===== src/rtl/gomoku_turn_ctrl_if.sv =====
// Key-pulse inputs and board/status/cursor outputs shared between the game
// sequencer and its driver (key debouncer side) / renderer side.
interface gomoku_turn_ctrl_if #(
    parameter int BOARD_N = 16
);
    localparam int PW = $clog2(BOARD_N);

    logic                         mv_up;
    logic                         mv_down;
    logic                         mv_left;
    logic                         mv_right;
    logic                         place;
    logic [BOARD_N*BOARD_N*2-1:0] board;
    logic [1:0]                   gaming_status;
    logic [PW-1:0]                pointer_loc_x;
    logic [PW-1:0]                pointer_loc_y;
    logic                         cur_player;
    logic                         busy;

    modport master (
        output mv_up, mv_down, mv_left, mv_right, place,
        input  board, gaming_status, pointer_loc_x, pointer_loc_y, cur_player, busy
    );

    modport slave (
        input  mv_up, mv_down, mv_left, mv_right, place,
        output board, gaming_status, pointer_loc_x, pointer_loc_y, cur_player, busy
    );
endinterface


===== src/rtl/gomoku_turn_ctrl.sv =====
// Gomoku sequencer: cursor movement, turn arbitration, stone placement and a
// cell-per-cycle five-in-a-row walk in four directions after each placement.
module gomoku_turn_ctrl #(
    parameter int BOARD_N = 16,
    parameter int WIN_LEN = 5,
    parameter int PTR_X0  = 7,
    parameter int PTR_Y0  = 7
) (
    input  logic              CLOCK_50,
    input  logic              Reset,
    gomoku_turn_ctrl_if.slave bus
);
    localparam int PW    = $clog2(BOARD_N);
    localparam int CELLS = BOARD_N * BOARD_N;
    localparam int IW    = $clog2(CELLS);
    localparam int CW    = $clog2(WIN_LEN);
    localparam int RW    = CW + 1;
    localparam int SW    = $clog2(CELLS + 1);

    typedef enum logic [1:0] {PLAY, WRITE, CHECK, OVER} state_t;

    state_t        state_reg, state_next;
    logic [PW-1:0] ptr_x_reg, ptr_x_next, ptr_y_reg, ptr_y_next;
    logic [PW-1:0] px_reg, px_next, py_reg, py_next;
    logic [PW-1:0] walk_x_reg, walk_x_next, walk_y_reg, walk_y_next;
    logic [CW-1:0] pos_cnt_reg, pos_cnt_next, neg_cnt_reg, neg_cnt_next;
    logic [SW-1:0] count_reg, count_next;
    logic [1:0]    status_reg, status_next, stone_reg, stone_next;
    logic [1:0]    dir_reg, dir_next;
    logic          player_reg, player_next, neg_reg, neg_next;
    logic          wr_en;

    logic [CELLS*2-1:0] board_vec;

    function automatic logic [IW-1:0] cell_idx(input logic [PW-1:0] x, input logic [PW-1:0] y);
        return IW'(int'(y) * BOARD_N + int'(x));
    endfunction

    logic [IW-1:0] wr_idx;
    assign wr_idx = cell_idx(px_reg, py_reg);

    generate
        for (genvar gi = 0; gi < CELLS; gi++) begin : g_cell
            logic [1:0] cell_reg;
            always_ff @(posedge CLOCK_50 or negedge Reset) begin
                if (!Reset)
                    cell_reg <= 2'b00;
                else if (wr_en && wr_idx == IW'(gi))
                    cell_reg <= stone_reg;
            end
            assign board_vec[gi*2 +: 2] = cell_reg;
        end
    endgenerate

    // Step vector for the current direction; negated on the second half-walk.
    logic signed [1:0] step_dx, step_dy;
    always_comb begin
        step_dx = 2'sd1;
        step_dy = 2'sd0;
        case (dir_reg)
            2'd0:    begin step_dx = 2'sd1; step_dy = 2'sd0;  end
            2'd1:    begin step_dx = 2'sd0; step_dy = 2'sd1;  end
            2'd2:    begin step_dx = 2'sd1; step_dy = 2'sd1;  end
            default: begin step_dx = 2'sd1; step_dy = -2'sd1; end
        endcase
        if (neg_reg) begin
            step_dx = -step_dx;
            step_dy = -step_dy;
        end
    end

    // One extra bit so stepping below 0 lands out of range instead of wrapping.
    logic [PW:0]   nx, ny;
    logic          in_bounds, hit, walk_done;
    logic [1:0]    probe_cell, cur_cell;
    logic [CW-1:0] walk_cnt, walk_cnt_inc;
    logic [RW-1:0] run;

    assign nx         = {1'b0, walk_x_reg} + {{(PW-1){step_dx[1]}}, step_dx};
    assign ny         = {1'b0, walk_y_reg} + {{(PW-1){step_dy[1]}}, step_dy};
    assign in_bounds  = (int'(nx) < BOARD_N) && (int'(ny) < BOARD_N);
    assign probe_cell = board_vec[{cell_idx(nx[PW-1:0], ny[PW-1:0]), 1'b0} +: 2];
    assign cur_cell   = board_vec[{cell_idx(ptr_x_reg, ptr_y_reg), 1'b0} +: 2];
    assign hit        = in_bounds && (probe_cell == stone_reg);
    assign walk_cnt     = neg_reg ? neg_cnt_reg : pos_cnt_reg;
    assign walk_cnt_inc = walk_cnt + CW'(hit);
    assign walk_done    = !hit || (walk_cnt_inc == CW'(WIN_LEN - 1));
    assign run          = RW'(1) + RW'(pos_cnt_reg) + RW'(walk_cnt_inc);

    always_comb begin
        state_next   = state_reg;
        ptr_x_next   = ptr_x_reg;
        ptr_y_next   = ptr_y_reg;
        px_next      = px_reg;
        py_next      = py_reg;
        walk_x_next  = walk_x_reg;
        walk_y_next  = walk_y_reg;
        pos_cnt_next = pos_cnt_reg;
        neg_cnt_next = neg_cnt_reg;
        count_next   = count_reg;
        status_next  = status_reg;
        stone_next   = stone_reg;
        dir_next     = dir_reg;
        player_next  = player_reg;
        neg_next     = neg_reg;
        wr_en        = 1'b0;

        case (state_reg)
            PLAY: begin
                if (bus.mv_up) begin
                    if (ptr_y_reg != '0) ptr_y_next = ptr_y_reg - 1'b1;
                end else if (bus.mv_down) begin
                    if (ptr_y_reg != PW'(BOARD_N - 1)) ptr_y_next = ptr_y_reg + 1'b1;
                end else if (bus.mv_left) begin
                    if (ptr_x_reg != '0) ptr_x_next = ptr_x_reg - 1'b1;
                end else if (bus.mv_right) begin
                    if (ptr_x_reg != PW'(BOARD_N - 1)) ptr_x_next = ptr_x_reg + 1'b1;
                end else if (bus.place && cur_cell == 2'b00) begin
                    px_next    = ptr_x_reg;
                    py_next    = ptr_y_reg;
                    stone_next = player_reg ? 2'b10 : 2'b01;
                    state_next = WRITE;
                end
            end
            WRITE: begin
                wr_en        = 1'b1;
                count_next   = count_reg + SW'(1);
                dir_next     = 2'd0;
                neg_next     = 1'b0;
                pos_cnt_next = '0;
                neg_cnt_next = '0;
                walk_x_next  = px_reg;
                walk_y_next  = py_reg;
                state_next   = CHECK;
            end
            CHECK: begin
                if (hit) begin
                    walk_x_next = nx[PW-1:0];
                    walk_y_next = ny[PW-1:0];
                    if (neg_reg) neg_cnt_next = walk_cnt_inc;
                    else         pos_cnt_next = walk_cnt_inc;
                end
                if (walk_done) begin
                    walk_x_next = px_reg;
                    walk_y_next = py_reg;
                    if (!neg_reg) begin
                        neg_next = 1'b1;
                    end else if (run >= RW'(WIN_LEN)) begin
                        status_next = stone_reg;
                        state_next  = OVER;
                    end else if (dir_reg == 2'd3) begin
                        if (count_reg == SW'(CELLS)) begin
                            status_next = 2'b11;
                            state_next  = OVER;
                        end else begin
                            player_next = ~player_reg;
                            state_next  = PLAY;
                        end
                    end else begin
                        dir_next     = dir_reg + 2'd1;
                        neg_next     = 1'b0;
                        pos_cnt_next = '0;
                        neg_cnt_next = '0;
                    end
                end
            end
            default: ;
        endcase
    end

    always_ff @(posedge CLOCK_50 or negedge Reset) begin
        if (!Reset) begin
            state_reg   <= PLAY;
            ptr_x_reg   <= PW'(PTR_X0);
            ptr_y_reg   <= PW'(PTR_Y0);
            px_reg      <= '0;
            py_reg      <= '0;
            walk_x_reg  <= '0;
            walk_y_reg  <= '0;
            pos_cnt_reg <= '0;
            neg_cnt_reg <= '0;
            count_reg   <= '0;
            status_reg  <= 2'b00;
            stone_reg   <= 2'b00;
            dir_reg     <= 2'd0;
            player_reg  <= 1'b0;
            neg_reg     <= 1'b0;
        end else begin
            state_reg   <= state_next;
            ptr_x_reg   <= ptr_x_next;
            ptr_y_reg   <= ptr_y_next;
            px_reg      <= px_next;
            py_reg      <= py_next;
            walk_x_reg  <= walk_x_next;
            walk_y_reg  <= walk_y_next;
            pos_cnt_reg <= pos_cnt_next;
            neg_cnt_reg <= neg_cnt_next;
            count_reg   <= count_next;
            status_reg  <= status_next;
            stone_reg   <= stone_next;
            dir_reg     <= dir_next;
            player_reg  <= player_next;
            neg_reg     <= neg_next;
        end
    end

    assign bus.board         = board_vec;
    assign bus.gaming_status = status_reg;
    assign bus.pointer_loc_x = ptr_x_reg;
    assign bus.pointer_loc_y = ptr_y_reg;
    assign bus.cur_player    = player_reg;
    assign bus.busy          = (state_reg == WRITE) || (state_reg == CHECK);
endmodule


===== src/flat_wrapper.sv =====
// flat-port wrapper written by rule: the top's interface ports become plain ports
module gomoku_turn_ctrl_flat 
#(
    parameter int BOARD_N = 16,
    parameter int WIN_LEN = 5,
    parameter int PTR_X0  = 7,
    parameter int PTR_Y0  = 7
)
  (CLOCK_50, Reset, bus_mv_up, bus_mv_down, bus_mv_left, bus_mv_right, bus_place, bus_board, bus_gaming_status, bus_pointer_loc_x, bus_pointer_loc_y, bus_cur_player, bus_busy);
  gomoku_turn_ctrl_if #(.BOARD_N(BOARD_N)) bus_i ();
  input  logic CLOCK_50;
  input  logic Reset;
  input wire logic [$bits(bus_i.mv_up)-1:0] bus_mv_up;
  input wire logic [$bits(bus_i.mv_down)-1:0] bus_mv_down;
  input wire logic [$bits(bus_i.mv_left)-1:0] bus_mv_left;
  input wire logic [$bits(bus_i.mv_right)-1:0] bus_mv_right;
  input wire logic [$bits(bus_i.place)-1:0] bus_place;
  output wire logic [$bits(bus_i.board)-1:0] bus_board;
  output wire logic [$bits(bus_i.gaming_status)-1:0] bus_gaming_status;
  output wire logic [$bits(bus_i.pointer_loc_x)-1:0] bus_pointer_loc_x;
  output wire logic [$bits(bus_i.pointer_loc_y)-1:0] bus_pointer_loc_y;
  output wire logic [$bits(bus_i.cur_player)-1:0] bus_cur_player;
  output wire logic [$bits(bus_i.busy)-1:0] bus_busy;
  assign bus_i.mv_up = bus_mv_up;
  assign bus_i.mv_down = bus_mv_down;
  assign bus_i.mv_left = bus_mv_left;
  assign bus_i.mv_right = bus_mv_right;
  assign bus_i.place = bus_place;
  assign bus_board = bus_i.board;
  assign bus_gaming_status = bus_i.gaming_status;
  assign bus_pointer_loc_x = bus_i.pointer_loc_x;
  assign bus_pointer_loc_y = bus_i.pointer_loc_y;
  assign bus_cur_player = bus_i.cur_player;
  assign bus_busy = bus_i.busy;
  gomoku_turn_ctrl #(.BOARD_N(BOARD_N), .WIN_LEN(WIN_LEN), .PTR_X0(PTR_X0), .PTR_Y0(PTR_Y0)) u_core (.CLOCK_50(CLOCK_50), .Reset(Reset), .bus(bus_i));
endmodule

===== config.mk =====
export PLATFORM = sky130hd
export DESIGN_NAME = gomoku_turn_ctrl_flat
export DESIGN_NICKNAME = d
export VERILOG_FILES = /design/src/rtl/gomoku_turn_ctrl_if.sv /design/src/rtl/gomoku_turn_ctrl.sv /design/src/flat_wrapper.sv
export SDC_FILE = /design/constraint.sdc
export NUM_CORES = 1
export LEC_CHECK = 0
export BUFFER_PORTS_ARGS = -buffer_cell sky130_fd_sc_hd__buf_2
export CAP_MARGIN = 20
export CORE_ASPECT_RATIO = 0.8
export CORE_UTILIZATION = 45
export DETAILED_ROUTE_END_ITERATION = 12
export GPL_TIMING_DRIVEN = 0
export HOLD_SLACK_MARGIN = 0.06
export PLACE_DENSITY = 0.62
export SLEW_MARGIN = 30
export SYNTH_ARGS = -nofsm -noshare
export SYNTH_HDL_FRONTEND = slang
export SYNTH_SLANG_ARGS = --single-unit
export TNS_END_PERCENT = 10

===== constraint.sdc =====
create_clock -name CLOCK_50 -period 7.9 [get_ports CLOCK_50]
set_clock_uncertainty 0.1 [all_clocks]
set_input_delay 1.185 -clock CLOCK_50 [delete_from_list [all_inputs] [get_ports CLOCK_50]]
set_output_delay 1.185 -clock CLOCK_50 [all_outputs]
set_load 0.05 [all_outputs]

==> flow_metrics.tcl <==
set metrics [dict create \
    layout-drive-gt1-share_pct 34.0 \
    nets 3517 \
    drt_iter0_markers 4445 \
    vdd_drop_max_v 0.000173 \
    fill_cells 5908 \
    rsz0062_at_grt "false" \
    htreeDepth 2 \
    yosysTopAreaCell "dfrtp_1" \
    intPower_w 0.00460 \
    max_stage_delay_ns 0.51 \
    finalSetupViolations 0 \
    p_total_w 0.00593 \
    largest_reg_flops 512 \
    synth-seq-area-share_pct 46.9 \
    required_ns 8.31 \
    finalCriticalPeriod_ns 7.75 \
    drc 1 \
    worstSetupStartpointType "flop" \
    port_buffers 530 \
    seq_area_um2 14000 \
    die_x_um 291 \
    wl_per_cell_um 34.4 \
    finalHoldViolations 0 \
    ys_ff_latch 561 \
    post_cts_buffers 0 \
    gp_congestion 1.12 \
    fin_setup_tns_ns 0 \
    critPathArrivalTime_ns 8.16 \
    synth_top_area_share_pct 46.3 \
    area_growth_pct 20.9 \
    power.switching_w 0.00133 \
    power_frac_comb_pct 1.3 \
    grt_pass1_vias 26900 \
    crit_fanout 10 \
    async_flop_share_pct 100 \
    place_ws_ns -0.496 \
    setup.worst_path.start "u_core.dir_reg[0]" \
    drt-pass1-iter-count 10 \
    rows 84 \
    fmax_ghz 0.129 \
    vias_per_cell 6.59 \
    violations "DRC" \
    clkSlewWorstSetupHoldPaths_ns 0.06 \
    worstSetupEndpointType "flop" \
    synth.area.top_cells "dfrtp_1 (46%), mux4_2 (12%), mux2_2 (11%), nand2_1 (7.5%), o21ai_0 (4.3%)" \
    critPathSlowestCell "o41ai_2" \
    holdWs_ns 0.335 \
    grt_overflow 0 \
    core_um2 65800 \
    p_leak_nw 17.5 \
    rr_worst_depth 27 \
    cts_buffers 57 \
    yosys_warnings 0 \
    hpwl_um 113000 \
    postSynthAreaPerCell_um2 10.4 \
    reg2reg_slack_ns 0.15 \
    final_min_period_over_clock_period_pct 98.1 \
    p_clk_share_pct 50.2 \
    cts_hold_buf 0 \
    initial_utilization_pct 45.5 \
    cts_root_buf "clkbuf_16" \
    setup_ws_ns 0.151 \
    clock_latency_ns 0.66 \
    holdCritPathClass "in2async" \
    grt_usage_pct 43.9 \
    syn_inst 2880 \
    syn_area_um2 30000 \
    multi_input_area_um2 15000 \
    grt_pass1_wl_um 208000 \
    worstMarginPinSlew_ns 1.14 \
    grt_max_degree 81 \
    wirelength_um 151000 \
    path_class "reg2reg" \
    r2r-start "u_core.dir_reg[0]" \
    reg2reg_to "u_core.dir_reg[1]" \
    outcome "complete, but fails checks" \
    final_antenna_net_count 0 \
    io_pins 531 \
    cpMostUsedCell "ha_1" \
    maxSlewViolCount 0 \
    dr_total_vias 28900 \
    synthFlopType "dfrtp_1" \
    die_height_um 233 \
    max_slew_margin_pct 24.2 \
    power.share.switching_pct 22.4 \
    post_synth_num_cell_types 68 \
    seq_power_share_pct 48.4 \
    cts_tree "yes" \
    clkSinkCount 561 \
    clockBufferDepth 3 \
    max_cap_viol_count 0 \
    antenna_found_initial 5 \
    synth-edff-count 0 \
    power.density_nw_per_um2 164 \
    synth_nets 2916 \
    die-area_um2 67600 \
]
[routing by layer]
| layer | track usage (%) | routed length [µm] | vias to the layer above |
|---|---|---|---|
| met5 | 0.789 | 257 | - |
| met4 | 22.2 | 9390 | 10 |
| met3 | 21.1 | 25400 | 545 |
| met2 | 62.1 | 61900 | 2418 |
| met1 | 55.7 | 53900 | 14400 |
| li1 | - | - | 11500 |
[cell usage in the layout (no fill, tap or decap), types with 22 or more instances in the layout]
cell type  netlist  routed
clkbuf_1       143     115
ha_1            25      25
a21oi_1        133     133
nand4_1         26      26
mux2_2         280     280
clkbuf_2         0      31
nor2_1         186     185
nand2_1        600     600
mux4_2         156     156
dfrtp_1        555     555
nand3_1         25      25
buf_2           41     559
o21ai_0        256     256
inv_1           32      32
clkbuf_16        0      59
mux2i_1         24      22
nor3_1         161     155
a211oi_1        54      54
[cell type report]
type	count	area share, %
clock inverter	22	0.908
inverter	36	0.373
buffer	207	2.83
antenna	1	0.00690
timing repair buffer	542	8.20
clock buffer	79	4.56
multi-input combinational	2076	41.4
sequential	561	38.8
tap	860	2.97
[power by group through the flow]
stage / Sequential (W) / Clock [W] / Combinational (W)
2_1_floorplan: 0.00293 / 0 / 0.00000384
3_3_place_gp: 0.00293 / 0 / 0.0000666
3_5_place_dp: 0.00293 / 0 / 0.0000811
4_1_cts: 0.00287 / 0.00296 / 0.0000812
5_1_grt: 0.00287 / 0.00307 / 0.0000896
6_report: 0.00287 / 0.00298 / 0.0000789
[Yosys cell counts, types with 25 or more instances]
cell        n
a211oi_1   54
a21oi_1   133
buf_2      41
clkbuf_1  143
dfrtp_1   555
ha_1       25
inv_1      32
mux2_2    280
mux4_2    156
nand2_1   600
nand3_1    25
nand4_1    26
nor2_1    186
nor3_1    161
o21ai_0   256
[worst max-delay path by stage]
stage / endpoint / slack [ns] / depth (start not counted)
after floorplan: u_core.dir_reg[1] / 1.55 / 27
after global placement: u_core.g_cell[170].cell_reg[1] / -6.51 / 1
after detailed placement: u_core.dir_reg[1] / -0.50 / 27
after CTS: u_core.dir_reg[1] / 0.02 / 27
after global routing: u_core.dir_reg[1] / 0.01 / 27
final: u_core.dir_reg[1] / 0.15 / 27
[logic make-up (layout without fill, tap and decap cells)]
group,count (synthesis),after routing,share of synthesized area [%]
other cells,0,1,0
compound gates,498,498,9.45
mux,461,461,23.1
flops,561,561,46.9
simple gates,1058,1058,14.9
fa+ha+maj,29,29,1.31
buf+inv,243,886,3.39
xor+xnor,30,30,0.927
[worst max-delay path, delay by kind of cell (launching register included)]
family / cells / cell delay [ns]
compound gates: 9 / 2.24
simple gates: 5 / 1.16
buf+inv: 4 / 0.85
mux: 2 / 0.82
xor+xnor: 2 / 0.25
flops: 1 / 0.44
fa+ha+maj: 5 / 1.71
[repair_timing]
action,in CTS,in global routing
pin swaps,0,0
resized for setup,13,50
endpoints found under the setup margin,14,14
[through the flow]
step	utilization (%)	area, µm²	std cells
floorplan	-	30000	2880
global placement	51.2	33700	4270
detailed placement	51.8	34100	4282
CTS	54.9	36100	4383
global route	55.1	36200	4383
finish	55.1	36200	4384
Note: power is estimated with default switching activity, not from simulation.
